File: src/rtl/fetch_pkg.sv
`timescale 1ns/1ps
`default_nettype none
// ==========================================================================
// fetch_pkg : shared constants and entry type for the fetch stage
// Rev 1.0
// ==========================================================================
package fetch_pkg;

  localparam int                  DEF_XLEN     = 32;
  localparam logic [DEF_XLEN-1:0] DEF_RESET_PC = 32'h8000_0000;
  localparam int                  CTRL_BIT     = 6;

  typedef struct packed {
    logic [DEF_XLEN-1:0] pc;
    logic [DEF_XLEN-1:0] insn;
  } fetch_entry_t;

endpackage
`default_nettype wire

File: src/rtl/fetch_queue.sv
`timescale 1ns/1ps
`default_nettype none
// ==========================================================================
// fetch_queue : synchronous FIFO of fetch entries with push/pop/flush
// Rev 1.0
// ==========================================================================
module fetch_queue
  import fetch_pkg::*;
#(
  parameter int  DEPTH = 4,
  parameter type T     = fetch_entry_t
) (
  input  logic                   clk,
  input  logic                   reset_n,
  input  logic                   push_i,
  input  logic                   pop_i,
  input  logic                   flush_i,
  input  T                       din_i,
  output T                       dout_o,
  output logic [$clog2(DEPTH):0] count_o,
  output logic                   empty_o,
  output logic                   full_o
);

  localparam int AW = $clog2(DEPTH);

  T              mem_q [DEPTH];
  logic [AW-1:0] wr_q;
  logic [AW-1:0] rd_q;
  logic [AW:0]   cnt_q;

  // Pointers wrap naturally because DEPTH is a power of two.
  always_ff @(posedge clk) begin
    if (!reset_n || flush_i) begin
      wr_q  <= '0;
      rd_q  <= '0;
      cnt_q <= '0;
    end else begin
      if (push_i) wr_q <= wr_q + AW'(1);
      if (pop_i)  rd_q <= rd_q + AW'(1);
      case ({push_i, pop_i})
        2'b10:   cnt_q <= cnt_q + (AW+1)'(1);
        2'b01:   cnt_q <= cnt_q - (AW+1)'(1);
        default: cnt_q <= cnt_q;
      endcase
    end
  end

  always_ff @(posedge clk) begin
    if (push_i) mem_q[wr_q] <= din_i;
  end

  assign dout_o  = mem_q[rd_q];
  assign count_o = cnt_q;
  assign empty_o = (cnt_q == '0);
  assign full_o  = (cnt_q == (AW+1)'(DEPTH));

  a_no_overflow: assert property (@(posedge clk) disable iff (!reset_n)
                                  !(push_i && full_o && !flush_i));

endmodule
`default_nettype wire

File: src/rtl/stage_fetch_q.sv
`timescale 1ns/1ps
`default_nettype none
// ==========================================================================
// stage_fetch_q : instruction fetch with prefetch queue and redirect/drop
// Rev 1.0
// ==========================================================================
module stage_fetch_q
  import fetch_pkg::*;
#(
  parameter int              XLEN         = DEF_XLEN,
  parameter int              DEPTH        = 4,
  parameter logic [XLEN-1:0] RESET_PC     = XLEN'(DEF_RESET_PC),
  parameter bit              STOP_ON_CTRL = 1'b1
) (
  input  logic                   clk,
  input  logic                   reset_n,
  input  logic                   de_stall,
  input  logic                   fe_enable,
  input  logic                   pc_wen,
  input  logic [XLEN-1:0]        pc_in,
  output logic                   req,
  output logic [XLEN-1:0]        addr,
  input  logic                   ack,
  input  logic [XLEN-1:0]        data,
  output logic                   de_valid,
  output logic [XLEN-1:0]        de_insn,
  output logic [XLEN-1:0]        de_pc,
  output logic [$clog2(DEPTH):0] q_count
);

  typedef struct packed {
    logic [XLEN-1:0] pc;
    logic [XLEN-1:0] insn;
  } entry_t;

  logic [XLEN-1:0] fpc_q, fpc_d, rpc_q, rpc_d, w_target;
  logic            active_q, active_d, drop_q, drop_d, dv_q, dv_d;
  entry_t          out_q, out_d, w_entry, w_head;
  logic            w_ack, w_deliver, w_load, w_push, w_pop, w_credit;
  logic            q_empty, q_full;

  // Output register plus a full queue is exactly DEPTH+1 held entries.
  assign w_credit  = !(q_full && dv_q);
  assign req       = reset_n && ((active_q && w_credit) || drop_q);
  assign addr      = fpc_q;
  assign w_ack     = ack && req;
  assign w_deliver = w_ack && !drop_q && !fe_enable;
  assign w_load    = !dv_q || !de_stall;
  assign w_entry   = '{pc: fpc_q, insn: data};

  always_comb begin
    fpc_d    = fpc_q;
    rpc_d    = rpc_q;
    active_d = active_q;
    drop_d   = drop_q;
    dv_d     = dv_q;
    out_d    = out_q;
    w_push   = 1'b0;
    w_pop    = 1'b0;
    w_target = pc_wen ? pc_in : fpc_q;
    if (fe_enable) begin
      dv_d     = dv_q && de_stall;
      active_d = 1'b1;
      // An unanswered request must finish before the new target can be used.
      if (req && !ack) begin
        drop_d = 1'b1;
        rpc_d  = w_target;
      end else begin
        drop_d = 1'b0;
        fpc_d  = w_target;
      end
    end else begin
      if (w_ack) begin
        if (drop_q) begin
          fpc_d  = rpc_q;
          drop_d = 1'b0;
        end else begin
          fpc_d = fpc_q + XLEN'(4);
          if (STOP_ON_CTRL && data[CTRL_BIT]) active_d = 1'b0;
        end
      end
      if (w_load) begin
        if (!q_empty) begin
          out_d  = w_head;
          dv_d   = 1'b1;
          w_pop  = 1'b1;
          w_push = w_deliver;
        end else if (w_deliver) begin
          out_d = w_entry;
          dv_d  = 1'b1;
        end else begin
          dv_d = 1'b0;
        end
      end else begin
        w_push = w_deliver;
      end
    end
  end

  always_ff @(posedge clk) begin
    if (!reset_n) begin
      fpc_q    <= RESET_PC;
      rpc_q    <= RESET_PC;
      active_q <= 1'b1;
      drop_q   <= 1'b0;
      dv_q     <= 1'b0;
      out_q    <= '0;
    end else begin
      fpc_q    <= fpc_d;
      rpc_q    <= rpc_d;
      active_q <= active_d;
      drop_q   <= drop_d;
      dv_q     <= dv_d;
      out_q    <= out_d;
    end
  end

  fetch_queue #(
    .DEPTH (DEPTH),
    .T     (entry_t)
  ) u_queue (
    .clk     (clk),
    .reset_n (reset_n),
    .push_i  (w_push),
    .pop_i   (w_pop),
    .flush_i (fe_enable),
    .din_i   (w_entry),
    .dout_o  (w_head),
    .count_o (q_count),
    .empty_o (q_empty),
    .full_o  (q_full)
  );

  assign de_valid = dv_q;
  assign de_insn  = out_q.insn;
  assign de_pc    = out_q.pc;

endmodule
`default_nettype wire

File: config.mk
export PLATFORM = sky130hd
export DESIGN_NAME = stage_fetch_q
export DESIGN_NICKNAME = d
export VERILOG_FILES = /design/src/rtl/fetch_pkg.sv /design/src/rtl/fetch_queue.sv /design/src/rtl/stage_fetch_q.sv
export SDC_FILE = /design/constraint.sdc
export NUM_CORES = 1
export LEC_CHECK = 0
export CAP_MARGIN = 20
export CORE_MARGIN = 2
export CORE_UTILIZATION = 55
export DETAILED_ROUTE_END_ITERATION = 6
export HOLD_SLACK_MARGIN = 0.08
export PLACE_DENSITY_LB_ADDON = 0.15
export SLEW_MARGIN = 15
export SYNTH_ARGS = -nofsm -noshare
export SYNTH_HDL_FRONTEND = slang
export SYNTH_SLANG_ARGS = --single-unit
File: constraint.sdc
create_clock -name clk -period 10.9 [get_ports clk]
set_input_delay 3.27 -clock clk [delete_from_list [all_inputs] [get_ports clk]]
set_output_delay 3.27 -clock clk [all_outputs]
set_load 0.01 [all_outputs]
-- Word level (Yosys, flattened, before mapping)
Memory sizes are Yosys's and may differ from the RTL's. A register that Yosys moved wholly into a read port is not among the register bits.
Cells that the tools add are included.
- add/subtract/negate cells: 5
- multiply operators: 0
- divide/modulo/power cells: 0
- order comparisons: 0
- equality and inequality tests: 5
- shift operators: 0
- mux-type cells: 25
- bitwise logic cells: 3
- reductions and logical operators: 27
- operators by type and width (cell ; count):
    2-to-1 mux 32 bit ; 5
    2-to-1 mux 64 bit ; 2
    adder 32 x 3 -> 32 bit, second input constant ; 1
    2-to-1 mux 1 bit ; 15
    logical AND 1 bit ; 8
    logical NOT 1 bit ; 7
    one-hot mux 3 bit (2 select lines) ; 1
    AND reduction 3 bit ; 2
    nonzero test 2 bit ; 3
    adder 2 x 1 -> 2 bit, second input constant ; 2
    2-to-1 mux 2 bit ; 2
    != test 2 bit, second input constant ; 2
    AND reduction 2 bit ; 2
    adder 3 x 1 -> 3 bit, second input constant ; 1
    equality test 3 bit, second input constant ; 1
    logical NOT 3 bit ; 1
    logical OR 1 bit ; 3
    inverter 1 bit ; 3
    subtractor 3 x 1 -> 3 bit, second input constant ; 1
    equality test 2 x 1 -> 1 bit, second input constant ; 1
    equality test 2 bit, second input constant ; 1
    OR reduction 2 bit ; 1
- register bits: 138
- bits in latches: 0
- memory bits (writable): 256
- bits in read-only memories: 0
- input port bits: 70
- output and inout port bits: 101
- logic and storage cells: 76
- memories: 1
- memory list (memory ; depth ; width ; read ports ; clocked after Yosys merged registers in ; wr ports ; RTL line ; RTL):
    u_queue.mem_q ; 4 ; 64 ; 1 ; 1 ; 1 ; fetch_queue.sv:27 ; T mem_q [DEPTH];

-- Logic depth before layout (Yosys ltp)
- depth after elaboration: 14
- mapped depth: 11
- mapped depth without buffers: 10

-- Cells and area by module
A second synthesis with hierarchy kept.
- cells, all modules: 1153
- area total of the unflattened synthesis: 16502.1 sq um
- modules (own cells, without submodules) (module ; times used ; cells an instance ; area each (sq um) ; seq. area each (sq um)):
    fetch_queue ; 1 ; 382 ; 9750.6 ; 7867.5
    stage_fetch_q ; 1 ; 771 ; 6751.5 ; 2622.5

-- Worst setup path before layout
OpenSTA, ideal clock, no wires.
- path kind: in2out
- start: input reset_n
- end: output req
- arrival: 3.636 ns
- required time: 7.630 ns
- setup slack: 3.994 ns
- cell stages on the path: 2
- path buffers: 0
- path through: nand2_1 -> o21ai_1
- word-level cells in the longest chain between the ends: 1
- ends and longest elaborated chain (element ; RTL line ; RTL):
    start: declaration ; stage_fetch_q.sv:16 ; input logic reset_n,
    logical AND 1 bit ; stage_fetch_q.sv:44 ; assign req = reset_n && ((active_q && w_credit) || drop_q);
    end: declaration ; stage_fetch_q.sv:21 ; output logic req,
Every way passes these cells.

-- Worst setup path after layout
Ends and elaborated chain as after synthesis.

==> flow_metrics.env <==
export IMPL_run_status="finished, final reports clean"
export IMPL_grt_pass1_vias=10183
export IMPL_path_max_fanout=23
export IMPL_clockRootBuffer="clkbuf_16"
export IMPL_synthTopCellsByArea="edfxtp_1 (47%), dfxtp_1 (17%), mux4_2 (8.8%)"
export IMPL_ctsHoldBuffers=0
export IMPL_globalplace_congestion=0.8777
export IMPL_setup_viol=0
export IMPL_p_per_area_mw_per_mm2=163.5
export IMPL_antenna_cells=0
export IMPL_drt_wl_total_mm=36.34
export IMPL_worstReg2RegEnd="u_queue.mem_q[0][16]"
export IMPL_drc=0
export IMPL_ys_seq_area_frac=0.6378
export IMPL_syn_num_nets=1252
export IMPL_num_fill_cells=2166
export IMPL_tightest_slew_ns=1.122
export IMPL_core_area_sq_mm=0.02956
export IMPL_synthTopCellsByCount="edfxtp_1 (256), dfxtp_1 (140), nor2_1 (137), a211oi_1 (103), mux2i_1 (97)"
export IMPL_cts_tree="done"
export IMPL_ys_flop_type="edfxtp_1"
export IMPL_rsz0062_at_grt="no"
export IMPL_grt_overflow=0
export IMPL_cts_max_path_buffers=3
export IMPL_maxSlewHeadroom=0.2520
export IMPL_nets=1383
export IMPL_synth_edf_count=256
export IMPL_vias=10394
export IMPL_place_hpwl_mm=21.56
export IMPL_max_freq_ghz=0.1202
export IMPL_critPathKind="in -> out"
export IMPL_grt_pass1_wl_mm=57.35
export IMPL_clk_latency_ns=0.53
export IMPL_ir_worst_vdd_mv=0.09539
export IMPL_layout_drive_gt1_share=0.1158
export IMPL_drtPass1Iterations=6
export IMPL_final_hold_viol_count=0
export IMPL_r2r_start="u_queue.count_o[0]"
export IMPL_rows=63
export IMPL_ios=171
export IMPL_arrival_ns=5.05
export IMPL_synthCells=1175
export IMPL_synth_distinct_cells=71
export IMPL_antenna_left=0
export IMPL_synth_seq_cells=396
export IMPL_yosys_area_top_type="edfxtp_1"
export IMPL_clkTransAtPathRegs_ns=0.06
export IMPL_startpoint_type="input pin"
export IMPL_clkSinkCount=396
export IMPL_final_area_sq_mm=0.01961
export IMPL_post_cts_resized=0
export IMPL_syn_avg_cell_area_sq_um=14.00
export IMPL_cap_violations=0
export IMPL_tns_ns=0
export IMPL_timing_final_crit_share=0.7633
export IMPL_rrSetupSlack_ns=7.52
export IMPL_yosysTopAreaCellShare=0.4674
export IMPL_die_width_um=176.9
export IMPL_die_area_sq_mm=0.03131
export IMPL_hold_path_class="reg -> reg"
export IMPL_antenna_found_initial=0
export IMPL_p_leak_uw=0.006707
export IMPL_r2r_cells=5
export IMPL_drtIter0Drc=854
export IMPL_crit_required_ns=7.63
export IMPL_wl_per_cell_um=21.03
export IMPL_post_cts_buffers=0
export IMPL_grt_use_total=0.2356
export IMPL_io_buffer_count=170
export IMPL_syn_cell_area_sq_mm=0.01645
export IMPL_cts_made_buffers=40
export IMPL_initial_utilization=0.5564
export IMPL_min_period_ns=8.320
export IMPL_crit_path_end_kind="primary output"
export IMPL_crit_start="reset_n"
export IMPL_h_tree_depth=2
export IMPL_synth_most_common_cell="edfxtp_1"
export IMPL_syn_to_final_growth_pct=19.24
export IMPL_skew_ns=0.01480
export IMPL_finalMaxSlewViolations=0
export IMPL_async_reset_ff_frac=0
export IMPL_postPlaceCellArea_sq_mm=0.01836
export IMPL_grt_max_degree=103
export IMPL_die_h_um=176.9
export IMPL_cp_endpoint="req"
export IMPL_routed_via_density=6.015
export IMPL_yosysWarnings=0
layer usage:
metal | wire [um] | track usage | up-vias
li1 | - | - | 4830
met1 | 15940 | 0.3396 | 5167
met2 | 17440 | 0.3773 | 339
met3 | 2215 | 0.03630 | 58
met4 | 752 | 0.06336 | 0
met5 | 0 | 0 | -
final cells by class:
class | count | area (sq um) | share of cell area
Clock buffer | 54 | 1105 | 0.05633
Multi-Input combinational cell | 669 | 5527 | 0.2818
Inverter | 17 | 66.31 | 0.003381
Timing Repair Buffer | 182 | 1787 | 0.09110
Tap cell | 390 | 488.0 | 0.02488
Clock inverter | 20 | 142.6 | 0.007273
Sequential cell | 396 | 10500 | 0.5352
worst max-delay path, stage by stage:
cell	delay (ns)
clkdlybuf4s50_1	0.46
buf_4	0.27
nand2_1	0.10
o21ai_1	0.30
clkdlybuf4s50_1	0.65
placed cells by master (no fill, tap or decap), types with 4 or more instances in the layout:
| cell type | n |
|---|---|
| o21a_1 | 6 |
| clkinv_2 | 4 |
| nand2b_1 | 7 |
| inv_1 | 15 |
| o211ai_1 | 4 |
| and2_4 | 5 |
| clkbuf_16 | 41 |
| nor4_1 | 8 |
| xnor2_1 | 8 |
| and3_1 | 8 |
| nor2_1 | 137 |
| nand4_1 | 6 |
| buf_4 | 12 |
| a31oi_1 | 6 |
| clkbuf_1 | 10 |
| o21ai_0 | 26 |
| mux4_2 | 64 |
| a21oi_1 | 26 |
| or3_1 | 4 |
| nor3_1 | 13 |
| nand2_1 | 32 |
| a311oi_1 | 5 |
| o31ai_1 | 6 |
| a211oi_1 | 103 |
| ha_1 | 6 |
| xor2_1 | 5 |
| clkinv_1 | 13 |
| mux2i_1 | 97 |
| dfxtp_1 | 138 |
| clkdlybuf4s50_1 | 169 |
| nand3_1 | 21 |
| edfxtp_1 | 256 |
| o22ai_1 | 4 |
metrics by stage:
| stage | utilization | power, uW | setup slack, ns | hold slack (ns) | instances |
|---|---|---|---|---|---|
| 5_1_grt | 0.6635 | 3311 | 2.449 | 0.5161 | 1728 |
| 4_1_cts | 0.6635 | 3231 | 2.590 | 0.4990 | 1728 |
| 3_3_place_gp | 0.6212 | 1928 | 2.615 | 0.4811 | 1654 |
| 2_1_floorplan | - | 1815 | 3.994 | 0.4732 | 1175 |
| 3_5_place_dp | 0.6212 | 1934 | 2.615 | 0.4909 | 1654 |
| 6_report | 0.6635 | 3207 | 2.580 | 0.4955 | 1728 |
kinds of logic after synthesis:
kind of cell	count (synthesis)	synth area share
compound gates	225	0.09805
xor+xnor	13	0.006922
fa+ha+maj	7	0.005781
buf+inv	110	0.02837
flops	396	0.6378
mux	163	0.1480
simple gates	261	0.07508
power by group:
| group | switching [uW] | total (uW) | leakage [uW] | internal [uW] |
|---|---|---|---|---|
| combinational | 115 | 226 | 0.00263 | 111 |
| clock | 547 | 1310 | 0.000610 | 758 |
| sequential | 46.8 | 1680 | 0.00347 | 1630 |
sequential cells by signal (all words and copies together), names as in the netlist, named ones only:
signal and flops:
de_valid 1, u_queue.rd_q 2, u_queue.wr_q 2, u_queue.mem_q 256
de_pc 32, drop_q 1, u_queue.count_o 3, de_insn 32
rpc_q 32, addr 32, active_q 1
how the worst min path moves through the flow:
stage | startpoint | to | slack [ns] | depth (start not counted)
after floorplan | rpc_q[5] | rpc_q[5] | 0.47 | 2
after global placement | rpc_q[6] | rpc_q[6] | 0.48 | 2
after detailed placement | de_insn[24] | de_insn[24] | 0.49 | 2
after CTS | de_insn[24] | de_insn[24] | 0.50 | 2
after global routing | rpc_q[23] | rpc_q[23] | 0.52 | 2
final | de_insn[10] | de_insn[10] | 0.50 | 2
Note: power is estimated with default switching activity, not from simulation.
